**config.mk**
```make
export PLATFORM = sky130hd
export DESIGN_NAME = serial_pattern_gen_flat
export DESIGN_NICKNAME = d
export VERILOG_FILES = /design/src/rtl/serial_pattern_gen_if.sv /design/src/rtl/serial_pattern_gen.sv /design/src/flat_wrapper.sv
export SDC_FILE = /design/constraint.sdc
export NUM_CORES = 1
export LEC_CHECK = 0
export CAP_MARGIN = 20
export CORE_MARGIN = 5
export CORE_UTILIZATION = 45
export CTS_CLUSTER_DIAMETER = 150
export DETAILED_ROUTE_END_ITERATION = 8
export PLACE_DENSITY = 0.72
export SLEW_MARGIN = 20
export SYNTH_ARGS = -nofsm -noshare
export SYNTH_HDL_FRONTEND = slang
export SYNTH_SLANG_ARGS = --single-unit
```
**constraint.sdc**
```tcl
create_clock -name clk -period 2.1 [get_ports clk]
set_clock_uncertainty 0.15 [all_clocks]
set_input_delay 0.21 -clock clk [delete_from_list [all_inputs] [get_ports clk]]
set_output_delay 0.21 -clock clk [all_outputs]
set_load 0.02 [all_outputs]
```
**src/rtl/serial_pattern_gen_if.sv**
```systemverilog
// Bundle of the pattern request inputs and serial stream outputs of serial_pattern_gen.
// The master drives the request and the slave (the generator) drives the stream.
interface serial_pattern_gen_if #(
    parameter int W     = 8,
    parameter int CNT_W = 8
);
    logic             start;
    logic [W-1:0]     pat;
    logic [4:0]       len;
    logic [3:0]       gap;
    logic             A;
    logic             bit_valid;
    logic             busy;
    logic             done;
    logic [CNT_W-1:0] exp_cnt;

    modport master (
        output start, pat, len, gap,
        input  A, bit_valid, busy, done, exp_cnt
    );

    modport slave (
        input  start, pat, len, gap,
        output A, bit_valid, busy, done, exp_cnt
    );
endinterface

```
**src/rtl/serial_pattern_gen.sv**
```systemverilog
// Serial bit-stream source: shifts a latched pattern out MSB-first, appends LFSR filler
// bits, and counts the 0->1 pairs it emitted so a detector's hit count can be checked.
module serial_pattern_gen #(
    parameter int W     = 8,
    parameter int CNT_W = 8
) (
    input  logic               clk,
    input  logic               rst,
    serial_pattern_gen_if.slave bus
);
    localparam int         IW  = (W > 1) ? $clog2(W) : 1;
    localparam logic [4:0] W_L = 5'(W);

    typedef enum logic [1:0] {
        IDLE  = 2'd0,
        SHIFT = 2'd1,
        GAP   = 2'd2,
        DONE  = 2'd3
    } state_t;

    state_t           state_reg, state_next;
    logic [W-1:0]     pat_reg, pat_next;
    logic [IW-1:0]    idx_reg, idx_next;
    logic [3:0]       gcnt_reg, gcnt_next;
    logic             a_reg, a_next;
    logic             valid_reg, valid_next;
    logic             prev_bit_reg, prev_valid_reg;
    logic [CNT_W-1:0] cnt_reg, cnt_next;
    logic [4:0]       lfsr_reg, lfsr_next;

    logic [4:0]       eff_len;
    logic [IW-1:0]    idx_first;
    logic [IW-1:0]    idx_dec;
    logic             pair;

    always_comb begin
        eff_len   = (bus.len > W_L) ? W_L : bus.len;
        idx_first = IW'(eff_len - 5'd1);
        idx_dec   = idx_reg - 1'b1;
    end

    // Free-running filler source; XNOR feedback keeps the all-zero seed from locking up.
    always_comb begin
        lfsr_next = {lfsr_reg[3:0], ~(lfsr_reg[2] ^ lfsr_reg[4])};
    end

    // Next-state logic also produces the next stream bit, so A and bit_valid come
    // straight out of flops and the first pattern bit appears one cycle after start.
    always_comb begin
        state_next = state_reg;
        pat_next   = pat_reg;
        idx_next   = idx_reg;
        gcnt_next  = gcnt_reg;
        a_next     = 1'b0;
        valid_next = 1'b0;

        case (state_reg)
            IDLE: begin
                if (bus.start) begin
                    pat_next  = bus.pat;
                    gcnt_next = bus.gap;
                    if (eff_len != 5'd0) begin
                        state_next = SHIFT;
                        idx_next   = idx_first;
                        a_next     = bus.pat[idx_first];
                        valid_next = 1'b1;
                    end else if (bus.gap != 4'd0) begin
                        state_next = GAP;
                        gcnt_next  = bus.gap - 4'd1;
                        a_next     = lfsr_reg[0];
                        valid_next = 1'b1;
                    end else begin
                        state_next = DONE;
                    end
                end
            end

            SHIFT: begin
                if (idx_reg != '0) begin
                    idx_next   = idx_dec;
                    a_next     = pat_reg[idx_dec];
                    valid_next = 1'b1;
                end else if (gcnt_reg != 4'd0) begin
                    state_next = GAP;
                    gcnt_next  = gcnt_reg - 4'd1;
                    a_next     = lfsr_reg[0];
                    valid_next = 1'b1;
                end else begin
                    state_next = DONE;
                end
            end

            // gcnt holds the filler bits still owed after the one currently on A
            GAP: begin
                if (gcnt_reg != 4'd0) begin
                    gcnt_next  = gcnt_reg - 4'd1;
                    a_next     = lfsr_reg[0];
                    valid_next = 1'b1;
                end else begin
                    state_next = DONE;
                end
            end

            DONE: begin
                state_next = IDLE;
            end

            default: begin
                state_next = IDLE;
            end
        endcase
    end

    // A pair only counts when both bits are valid and adjacent; an idle or DONE cycle
    // clears prev_valid, so bits of different bursts never pair up.
    always_comb begin
        pair     = valid_next & a_next & prev_valid_reg & ~prev_bit_reg;
        cnt_next = cnt_reg;
        if (pair && (cnt_reg != {CNT_W{1'b1}})) begin
            cnt_next = cnt_reg + 1'b1;
        end
    end

    always_ff @(posedge clk or posedge rst) begin
        if (rst) begin
            state_reg      <= IDLE;
            pat_reg        <= '0;
            idx_reg        <= '0;
            gcnt_reg       <= '0;
            a_reg          <= 1'b0;
            valid_reg      <= 1'b0;
            prev_bit_reg   <= 1'b0;
            prev_valid_reg <= 1'b0;
            cnt_reg        <= '0;
            lfsr_reg       <= 5'b00000;
        end else begin
            state_reg      <= state_next;
            pat_reg        <= pat_next;
            idx_reg        <= idx_next;
            gcnt_reg       <= gcnt_next;
            a_reg          <= a_next;
            valid_reg      <= valid_next;
            prev_bit_reg   <= a_next;
            prev_valid_reg <= valid_next;
            cnt_reg        <= cnt_next;
            lfsr_reg       <= lfsr_next;
        end
    end

    assign bus.A         = a_reg;
    assign bus.bit_valid = valid_reg;
    assign bus.busy      = (state_reg != IDLE);
    assign bus.done      = (state_reg == DONE);
    assign bus.exp_cnt   = cnt_reg;

endmodule

```
**src/flat_wrapper.sv**
```systemverilog
// flat-port wrapper written by rule: the top's interface ports become plain ports
module serial_pattern_gen_flat 
#(
    parameter int W     = 8,
    parameter int CNT_W = 8
)
  (clk, rst, bus_start, bus_pat, bus_len, bus_gap, bus_A, bus_bit_valid, bus_busy, bus_done, bus_exp_cnt);
  serial_pattern_gen_if #(.W(W), .CNT_W(CNT_W)) bus_i ();
  input  logic clk;
  input  logic rst;
  input wire logic [$bits(bus_i.start)-1:0] bus_start;
  input wire logic [$bits(bus_i.pat)-1:0] bus_pat;
  input wire logic [$bits(bus_i.len)-1:0] bus_len;
  input wire logic [$bits(bus_i.gap)-1:0] bus_gap;
  output wire logic [$bits(bus_i.A)-1:0] bus_A;
  output wire logic [$bits(bus_i.bit_valid)-1:0] bus_bit_valid;
  output wire logic [$bits(bus_i.busy)-1:0] bus_busy;
  output wire logic [$bits(bus_i.done)-1:0] bus_done;
  output wire logic [$bits(bus_i.exp_cnt)-1:0] bus_exp_cnt;
  assign bus_i.start = bus_start;
  assign bus_i.pat = bus_pat;
  assign bus_i.len = bus_len;
  assign bus_i.gap = bus_gap;
  assign bus_A = bus_i.A;
  assign bus_bit_valid = bus_i.bit_valid;
  assign bus_busy = bus_i.busy;
  assign bus_done = bus_i.done;
  assign bus_exp_cnt = bus_i.exp_cnt;
  serial_pattern_gen #(.W(W), .CNT_W(CNT_W)) u_core (.clk(clk), .rst(rst), .bus(bus_i));
endmodule
```
# After elaboration in Yosys (flattened, before gate mapping)
# Index checks and enable logic that the tools add are counted.
# op_classes
add_sub_neg,5
magnitude_cmp,3
eq_ne,9
mux,34
bitwise_logic,6
reduce_logical,13
# op_table
cell,count
4-bit two-way mux,5
1-bit two-way mux,14
4-bit case mux with 3 select lines,1
3-bit two-way mux,3
"8-bit by 1-bit adder with 8-bit output, second input constant",1
"3-bit by 4-bit < comparator with 1-bit output, second input constant",2
2-bit two-way mux,4
"8-bit != test, second input constant",1
2-bit case mux with 4 select lines,1
4-bit nonzero test,2
"4-bit by 1-bit subtractor with 4-bit output, second input constant",2
1-bit binary-select mux with 3-bit select,2
"2-bit != test, second input constant",3
1-bit case mux with 3 select lines,2
3-bit case mux with 2 select lines,1
3-bit AND reduction,2
3-bit nonzero test,2
"3-bit by 1-bit subtractor with 3-bit output, second input constant",2
"5-bit by 4-bit greater-than comparator with 1-bit output, second input constant",1
5-bit two-way mux,1
5-bit nonzero test,1
"2-bit equality test, second input constant",2
"2-bit by 1-bit != test with 1-bit output, second input constant",2
4-bit AND reduction,1
8 further kinds,12
# totals
ff_bits,32

# Longest topological paths before layout
# Gate-level depths: netlist (run 1).
# depth
word_depth,12
ltp_mapped,10
mapped_depth_nobuf,9

# Worst setup path before layout (run 1)
# No wires, ideal clock.
# synth_path
path_kind,input to register
from,in bus_len[4]
to,"reg u_core.cnt_reg[1], in the netlist u_core.bus.exp_cnt[1]"
setup_time_ps,128
arrival_ps,2149
path_slack_ps,-327
stages,7
path_cell_list,nor2_1 -> nand2_1 -> ha_1 -> mux4_1 -> o221a_4 -> o21ai_2 -> mux2_1
# synth_via
elab_chain_len,12
# synth_rtl
element,line_no,text
"start, declared",flat_wrapper.sv:13,input wire logic [$bits(bus_i.len)-1:0] bus_len;
5-bit by 4-bit greater-than comparator with 1-bit output,serial_pattern_gen.sv:37,eff_len = (bus.len > W_L) ? W_L : bus.len;
5-bit two-way mux *,serial_pattern_gen.sv:37,
3-bit by 1-bit subtractor with 3-bit output,serial_pattern_gen.sv:38,idx_first = IW'(eff_len - 5'd1);
1-bit binary-select mux with 3-bit select,serial_pattern_gen.sv:65,a_next = bus.pat[idx_first];
1-bit two-way mux (not written as such),serial_pattern_gen.sv:65,
1-bit two-way mux,serial_pattern_gen.sv:62,if (eff_len != 5'd0) begin
1-bit two-way mux,serial_pattern_gen.sv:59,if (bus.start) begin
1-bit case mux with 3 select lines,serial_pattern_gen.sv:57,case (state_reg)
1-bit bitwise AND * (3 in a row),serial_pattern_gen.sv:117,pair = valid_next & a_next & prev_valid_reg & ~prev_bit_reg;
1-bit logical AND *,serial_pattern_gen.sv:119,if (pair && (cnt_reg != {CNT_W{1'b1}})) begin
"end signal, assigned",serial_pattern_gen.sv:145,cnt_reg <= cnt_next;
"end, declared",serial_pattern_gen.sv:28,"logic [CNT_W-1:0] cnt_reg, cnt_next;"
# Mark *: on every way between the ends. The rest lies on a longest branch, timed or not. The select of a mux whose other input is x is not followed.
# A chain may end at the register's enable or synchronous reset.

# Worst setup path after layout (run 1)
# layout_path
from,reg u_core.idx_reg[1]
to,"reg u_core.cnt_reg[1], in the netlist u_core.bus.exp_cnt[1]"
# layout_via
elab_chain_len,9
# layout_rtl
element,line_no,text
"start, declared",serial_pattern_gen.sv:23,"logic [IW-1:0] idx_reg, idx_next;"
"start signal, assigned",serial_pattern_gen.sv:139,idx_reg <= idx_next;
3-bit by 1-bit subtractor with 3-bit output,serial_pattern_gen.sv:39,idx_dec = idx_reg - 1'b1;
1-bit binary-select mux with 3-bit select,serial_pattern_gen.sv:81,a_next = pat_reg[idx_dec];
1-bit two-way mux (not written as such),serial_pattern_gen.sv:81,
1-bit two-way mux,serial_pattern_gen.sv:79,if (idx_reg != '0) begin
1-bit case mux with 3 select lines,serial_pattern_gen.sv:57,
1-bit bitwise AND * (3 in a row),serial_pattern_gen.sv:117,
1-bit logical AND *,serial_pattern_gen.sv:119,
# Marks and branches as above.

==> summary.txt, run 1 <==
Clock network
  • CTS root buf: clkbuf_8
  • Clock latency on the worst-skew pair: 0.29 ns
  • Clk slew on worst S/H paths: 0.07 ns
  • H-tree Lvls: 2
  • # clock sinks: 32
  • Cts bufs inserted: 5
  • CTS tree: built
  • Clock Path Buffers: 2
  • Number of hold buffers added after cts: 0

Floorplanning
  • Rows: 23
  • DIE WIDTH: around 75 um
  • IO Count: 32
  • Initial cell density of the core: 46.9%
  • Die ar.: around 5600 um^2
  • Die height: 75.0 um
  • Core area: 4060 um^2

Routing
  • WL/cell: 15.1 um
  • Pre-antenna DRT Iters: 4
  • Total Routed Length: 4.75 mm
  • Remaining DRCs: 0
  • Post-DRT Antenna Nets: 0
  • Vias: between 1500 and 2000
  • Initial DRC count: 75
  • Via density: 5.42

Setup path
  • Crit path DAT: between 2 and 2.5 ns
  • CP bufs+invs: 1
  • R2R cell count: 8
  • Worst path max stage delay: 0.36 ns
  • Capturing point of the worst reg2reg path: u_core.bus.exp_cnt[1]$_DFFE_PP0P_
  • Startpoint Class: register
  • Worst R2R Setup Slack: -0.18 ns
  • Crit Reg-Reg Startpoint: u_core.idx_reg[1]$_DFFE_PP0P_
  • Worst Setup SP: u_core.idx_reg[1]$_DFFE_PP0P_
  • Crit path kind: reg2reg
  • Crit. End Element: register
  • CP max-delay cell: dfrtp_1
  • CP Cell Sequence: inv_1, ha_4, mux4_2, o211ai_1, o21ai_1, a31o_2, o21ai_4, mux2_4
  • CP delay by family, top: compound AO/OA/AOI/OAI gates
  • WP data required: 2.12 ns
  • CP max FO: 2

Cells and area
  • P&R area growth vs syn: 50.0%
  • Layout cells sized above 1: about a third
  • # diodes: 0
  • Final nets: 295
  • Fill count: 305
  • Non-Filler Instances: 315

Synthesis
  • Ys Warns: 0
  • Flops & latches, synth: 32
  • Ranking of synthesized cells by area: dfrtp_1, ha_1, mux2_1
  • Post-synth EDFFs: 0
  • Most common library cells after synthesis: dfrtp_1, nand2_1, inv_1, ha_1, nor2_1
  • Ys flop type: dfrtp_1
  • Ys async rst share: 100%
  • Post-Synthesis Cells: 186
  • Synth top area share: 42.1%
  • Most common cell in the netlist: dfrtp_1
  • Synth cell types: 44
  • Biggest area consumer among synthesized cells: dfrtp_1
  • Post-synthesis sequential area ratio: 42.1%
  • Synthesized area per cell: 10.2 um^2
  • Mapped Area: 1900 um^2
  • Syn Nets: 217

Outcome
  • Failing checks: setup timing
  • Status: finished with violations

Timing
  • Max Transition Viols Final: 0
  • Max Fclk: 439 MHz
  • Worst Slack Setup Final: -0.176 ns
  • Worst-Margin Slew: 0.410 ns
  • Setup Viol. Count Final: 9
  • Final period util: 108%
  • Worst relative slew slack: 72.6%
  • Final hold vios: 0
  • Min Tclk post-route: 2.28 ns
  • RSZ-0062 raised after global routing: true

Flow run
  • Max cap viols: 0

Placement
  • Routability cong.: slightly below 0.8
  • DP Wirelength: 3.45 mm
  • Buffers on Ports: 31
  • Placement Setup Slack: -0.702 ns
  • Placed cells: about 300

Global route
  • First-pass GRT wire length: 7.37 mm
  • Met3 Resource Use GR: between 4 and 5%
  • Global router's overall resource usage: about 18%
  • Vias in the first global route: 1572
  • Congestion Overflow GR: 0
  • Largest net degree at the start of global routing: 33
  • M2 GR Usage: between 30 and 40%
  • Gr busiest metal: met2
  • GRT met1 Usage: 21.0%
  • Initial antenna violation count: 0

Min path
  • HP Class: in2async

Pwr
  • PD cells: around 1400 nW/um^2
  • Leak Pwr: around 0.0013 uW
  • Max VDD drop: 800 uV
-- final cells by class --
| type | count | area, um^2 | share of cell area, % |
|---|---|---|---|
| sequential | 32 | 802 | 28.1 |
| inverter | 14 | 52.6 | 1.84 |
| tap | 50 | 62.6 | 2.19 |
| clock inverter | 2 | 10.0 | 0.351 |
| timing repair buffer | 76 | 663 | 23.2 |
| clock buffer | 6 | 82.6 | 2.89 |
| multi-input combinational | 135 | 1180 | 41.4 |
-- how the worst max path moves through the flow --
stage	to	slack, ns	depth (start not counted)
2_1_floorplan	u_core.bus.exp_cnt[1]$_DFFE_PP0P_	-0.16	7
3_3_place_gp	u_core.bus.exp_cnt[1]$_DFFE_PP0P_	-0.65	8
3_5_place_dp	u_core.bus.exp_cnt[1]$_DFFE_PP0P_	-0.70	8
4_1_cts	u_core.bus.exp_cnt[1]$_DFFE_PP0P_	-0.17	8
5_1_grt	u_core.bus.exp_cnt[2]$_DFFE_PP0P_	-0.26	9
6_report	u_core.bus.exp_cnt[1]$_DFFE_PP0P_	-0.18	8
-- worst min-delay path: cells and delay by family --
| kind | cells | cell delay (ns) |
|---|---|---|
| buffers and inverters | 3 | 0.81 |
-- cell families (layout without fill, tap and decap cells) --
group / Yosys count / count (layout) / synth area share (%)
fa+ha+maj: 11 / 11 / 7.24
buf+inv: 19 / 98 / 3.75
mux: 14 / 14 / 10.9
flops: 32 / 32 / 42.1
simple gates: 55 / 55 / 15.5
xor+xnor: 10 / 10 / 4.61
compound gates: 45 / 45 / 15.9
-- per-stage QoR --
step	hold slack, ns	area (um^2)	power (uW)	setup TNS, ns	utilization (%)
2_1_floorplan	0.176	1950	2230	-0.159	-
3_3_place_gp	0.185	2580	2990	-6.81	63.6
3_5_place_dp	0.186	2580	3070	-7.67	63.6
4_1_cts	0.176	2720	3620	-1.12	67.1
5_1_grt	0.211	2850	4150	-2.14	70.3
6_report	0.165	2850	3860	-1.25	70.3
-- per-layer routing --
layer,wire (um),part of all wire [%]
met3,261,5.5
met1,1930,40
met4,106,2.2
met2,2460,52
met5,0,0
-- cell usage in the layout, fill, tap and decap left out, types with 5 or more instances in the layout --
cell and count:
dfrtp_1 31, nor2_1 8, mux2_1 8, a21oi_1 9
ha_1 8, clkbuf_8 6, nand2_1 16, xnor2_1 9
clkdlybuf4s50_1 26, o21ai_1 10, o211ai_1 5, inv_1 12
buf_4 41
-- timing repair --
item / 4_1_cts / 5_1_grt
resized for setup: 15 / 17
hold endpoints to repair: 0 / 0
pin swaps: 12 / 8
buffers inserted: 3 / 7
setup endpoints to repair: 12 / 11
-- power by group --
group	internal [uW]	switching [uW]	leakage (uW)
Clock	261	231	0.0000510
Sequential	856	187	0.000381
Combinational	1210	1120	0.000819
Note: power is estimated with default switching activity, not from simulation.
==> run 2: changes to the inputs <==
--- a/config.mk
+++ b/config.mk
@@ -11,6 +11,7 @@
 export CTS_CLUSTER_DIAMETER = 150
 export DETAILED_ROUTE_END_ITERATION = 8
 export PLACE_DENSITY = 0.72
+export SKIP_CTS_REPAIR_TIMING = 1
 export SLEW_MARGIN = 20
 export SYNTH_ARGS = -nofsm -noshare
 export SYNTH_HDL_FRONTEND = slang
==> run 2 against run 1 <==
The run still ends with setup timing left. Via count is 4.2% lower. Sequential share of layout area rose by 0.54 points. First-iteration DRC count fell by 25%. Critical path type unchanged. Largest cell class unchanged.
==> summary.txt, run 2 (synthesis gave the netlist of run 1 again) <==
Outcome
  • Status: finished with violations (unchanged)
  • Failing checks: setup timing (unchanged)

Placement
  • Placement Setup Slack: -0.702 ns (unchanged)
  • Routability cong.: 0.786 (unchanged)
  • Buffers on Ports: 31 (unchanged)
  • DP Wirelength: 3.45 mm (unchanged)

Cells and area
  • Final nets: 291 (was 295)
  • Layout cells sized above 1: 32.2% (was 34.0%)
  • Most frequent cells in the layout: buf_4, dfrtp_1, clkdlybuf4s50_1 (unchanged)
  • # diodes: 0 (unchanged)
  • Most common library cell in the layout ignoring fill and taps: buf_4 (unchanged)
  • P&R area growth vs syn: 47.2% (was 50.0%)

Clock network
  • Cts bufs inserted: 5 (unchanged)
  • CTS tree: built (unchanged)
  • # clock sinks: 32 (unchanged)
  • H-tree Lvls: 2 (unchanged)
  • Clk slew on worst S/H paths: 0.07 ns (about the same)
  • Clock Path Buffers: 2 (unchanged)
  • Clock latency on the worst-skew pair: 0.29 ns (about the same)
  • CTS root buf: clkbuf_8 (unchanged)

Setup path
  • Crit. End Element: register (unchanged)
  • Crit path DAT: 2.30 ns (was 2.29 ns)
  • WP data required: 2.15 ns (was 2.12 ns)
  • CP max FO: 7 (was 2)
  • Crit path kind: reg2reg (unchanged)
  • Startpoint Class: register (unchanged)

Global route
  • First-pass GRT wire length: 7.10 mm (was 7.37 mm)
  • Global router's overall resource usage: 16.8% (was 17.5%)
  • Vias in the first global route: 1543 (was 1572)
  • Largest net degree at the start of global routing: 33 (unchanged)
  • Congestion Overflow GR: 0 (unchanged)
  • Initial antenna violation count: 0 (unchanged)

Floorplanning
  • IO Count: 32 (unchanged)
  • Initial cell density of the core: 46.9% (unchanged)
  • Rows: 23 (unchanged)
  • Core area: 4060 um^2 (unchanged)
  • Die ar.: 5630 um^2 (unchanged)
  • DIE WIDTH: 75.0 um (unchanged)
  • Die height: 75.0 um (unchanged)

Timing
  • Setup Viol. Count Final: 9 (unchanged)
  • Max Transition Viols Final: 0 (unchanged)
  • RSZ-0062 raised after global routing: true (unchanged)
  • Max Fclk: 445 MHz (was 439 MHz)
  • Final period util: 107% (was 108%)
  • Min Tclk post-route: 2.25 ns (was 2.28 ns)
  • Hold WS: 0.159 ns (was 0.165 ns)
  • Worst relative slew slack: 72.8% (was 72.6%)
  • Final hold vios: 0 (unchanged)
  • Setup TNS: -0.861 ns (was -1.25 ns)
  • Worst Slack Setup Final: -0.148 ns (was -0.176 ns)
  • Worst-Margin Slew: 0.409 ns (was 0.410 ns)

Routing
  • Via density: 5.26 (was 5.42)
  • Remaining DRCs: 0 (unchanged)
  • Initial DRC count: 56 (was 75)
  • Vias: 1637 (was 1708)
  • WL/cell: 14.3 um (was 15.1 um)
  • Pre-antenna DRT Iters: 4 (unchanged)
  • Post-DRT Antenna Nets: 0 (unchanged)
  • Total Routed Length: 4.45 mm (was 4.75 mm)

Min path
  • HP Class: in2async (unchanged)

Pwr
  • Max VDD drop: 791 uV (was 800 uV)
  • Leak Pwr: 0.00126 uW (was 0.00125 uW)
  • Total Power: 3730 uW (was 3860 uW)
  • PD cells: 1330 nW/um^2 (was 1350 nW/um^2)

Flow run
  • Max cap viols: 0 (unchanged)
[run 2: cell types whose count changed in the layout (fill, tap and decap cells not counted), moves of 2 or more]
cell            before  now
buf_6                3    1
dlymetal6s2s_1       0    5
buf_4               41   39
dlygate4sd2_1        3    0
[run 2: final timing paths]
path,start,cells after the start,to,slack [ns]
setup reg to reg,u_core.idx_reg[0]$_DFFE_PP0P_,9,u_core.bus.exp_cnt[2]$_DFFE_PP0P_,-0.15
min in group clk,u_core.lfsr_reg[3]$_DFF_PP0_,0,u_core.lfsr_reg[4]$_DFF_PP0_,0.20
setup / recovery,u_core.idx_reg[0]$_DFFE_PP0P_,9,u_core.bus.exp_cnt[2]$_DFFE_PP0P_,-0.15
max in group asynchronous,rst,3,u_core.idx_reg[0]$_DFFE_PP0P_,1.33
hold / removal,rst,3,u_core.pat_reg[5]$_DFFE_PP0P_,0.16
hold reg to reg,u_core.lfsr_reg[3]$_DFF_PP0_,0,u_core.lfsr_reg[4]$_DFF_PP0_,0.20
[run 2: metrics by stage]
stage               instance area [um^2]  util [%]  std cells
floorplan                           1950         -        186
global placement                    2580      63.6        297
detailed placement                  2580      63.6        297
CTS                                 2670      65.9        305
global route                        2800      69.0        311
finish                              2800      69.0        311
[run 2: routing by layer]
| layer | part of all wire (%) | track usage, % |
|---|---|---|
| met5 | 0 | 0 |
| met4 | 1.4 | 6.32 |
| met3 | 5.0 | 3.87 |
| met2 | 51 | 28.5 |
| met1 | 43 | 20.7 |
[run 2: where the power goes]
group / total [uW] / leakage [uW] / internal [uW] / switching, uW
combinational: 2190 / 0.000829 / 1150 / 1040
clock: 493 / 0.0000510 / 261 / 232
sequential: 1040 / 0.000381 / 857 / 185
[run 2: worst max-delay path: stages (launching register included)]
cell and delay [ns]:
dfrtp_2 0.40, inv_2 0.06, ha_4 0.27, mux4_2 0.30, o211ai_1 0.11, o21ai_1 0.11
a31o_2 0.26, buf_6 0.14, o211ai_1 0.20, xnor2_1 0.16
[run 2: layout make-up]
type,instances,area (um^2)
Timing Repair Buffer,72,647
Sequential cell,32,802
Multi-Input combinational cell,135,1140
Clock buffer,6,82.6
Fill cell,306,1260
Clock inverter,2,10.0
Tap cell,50,62.6
Inverter,14,52.6
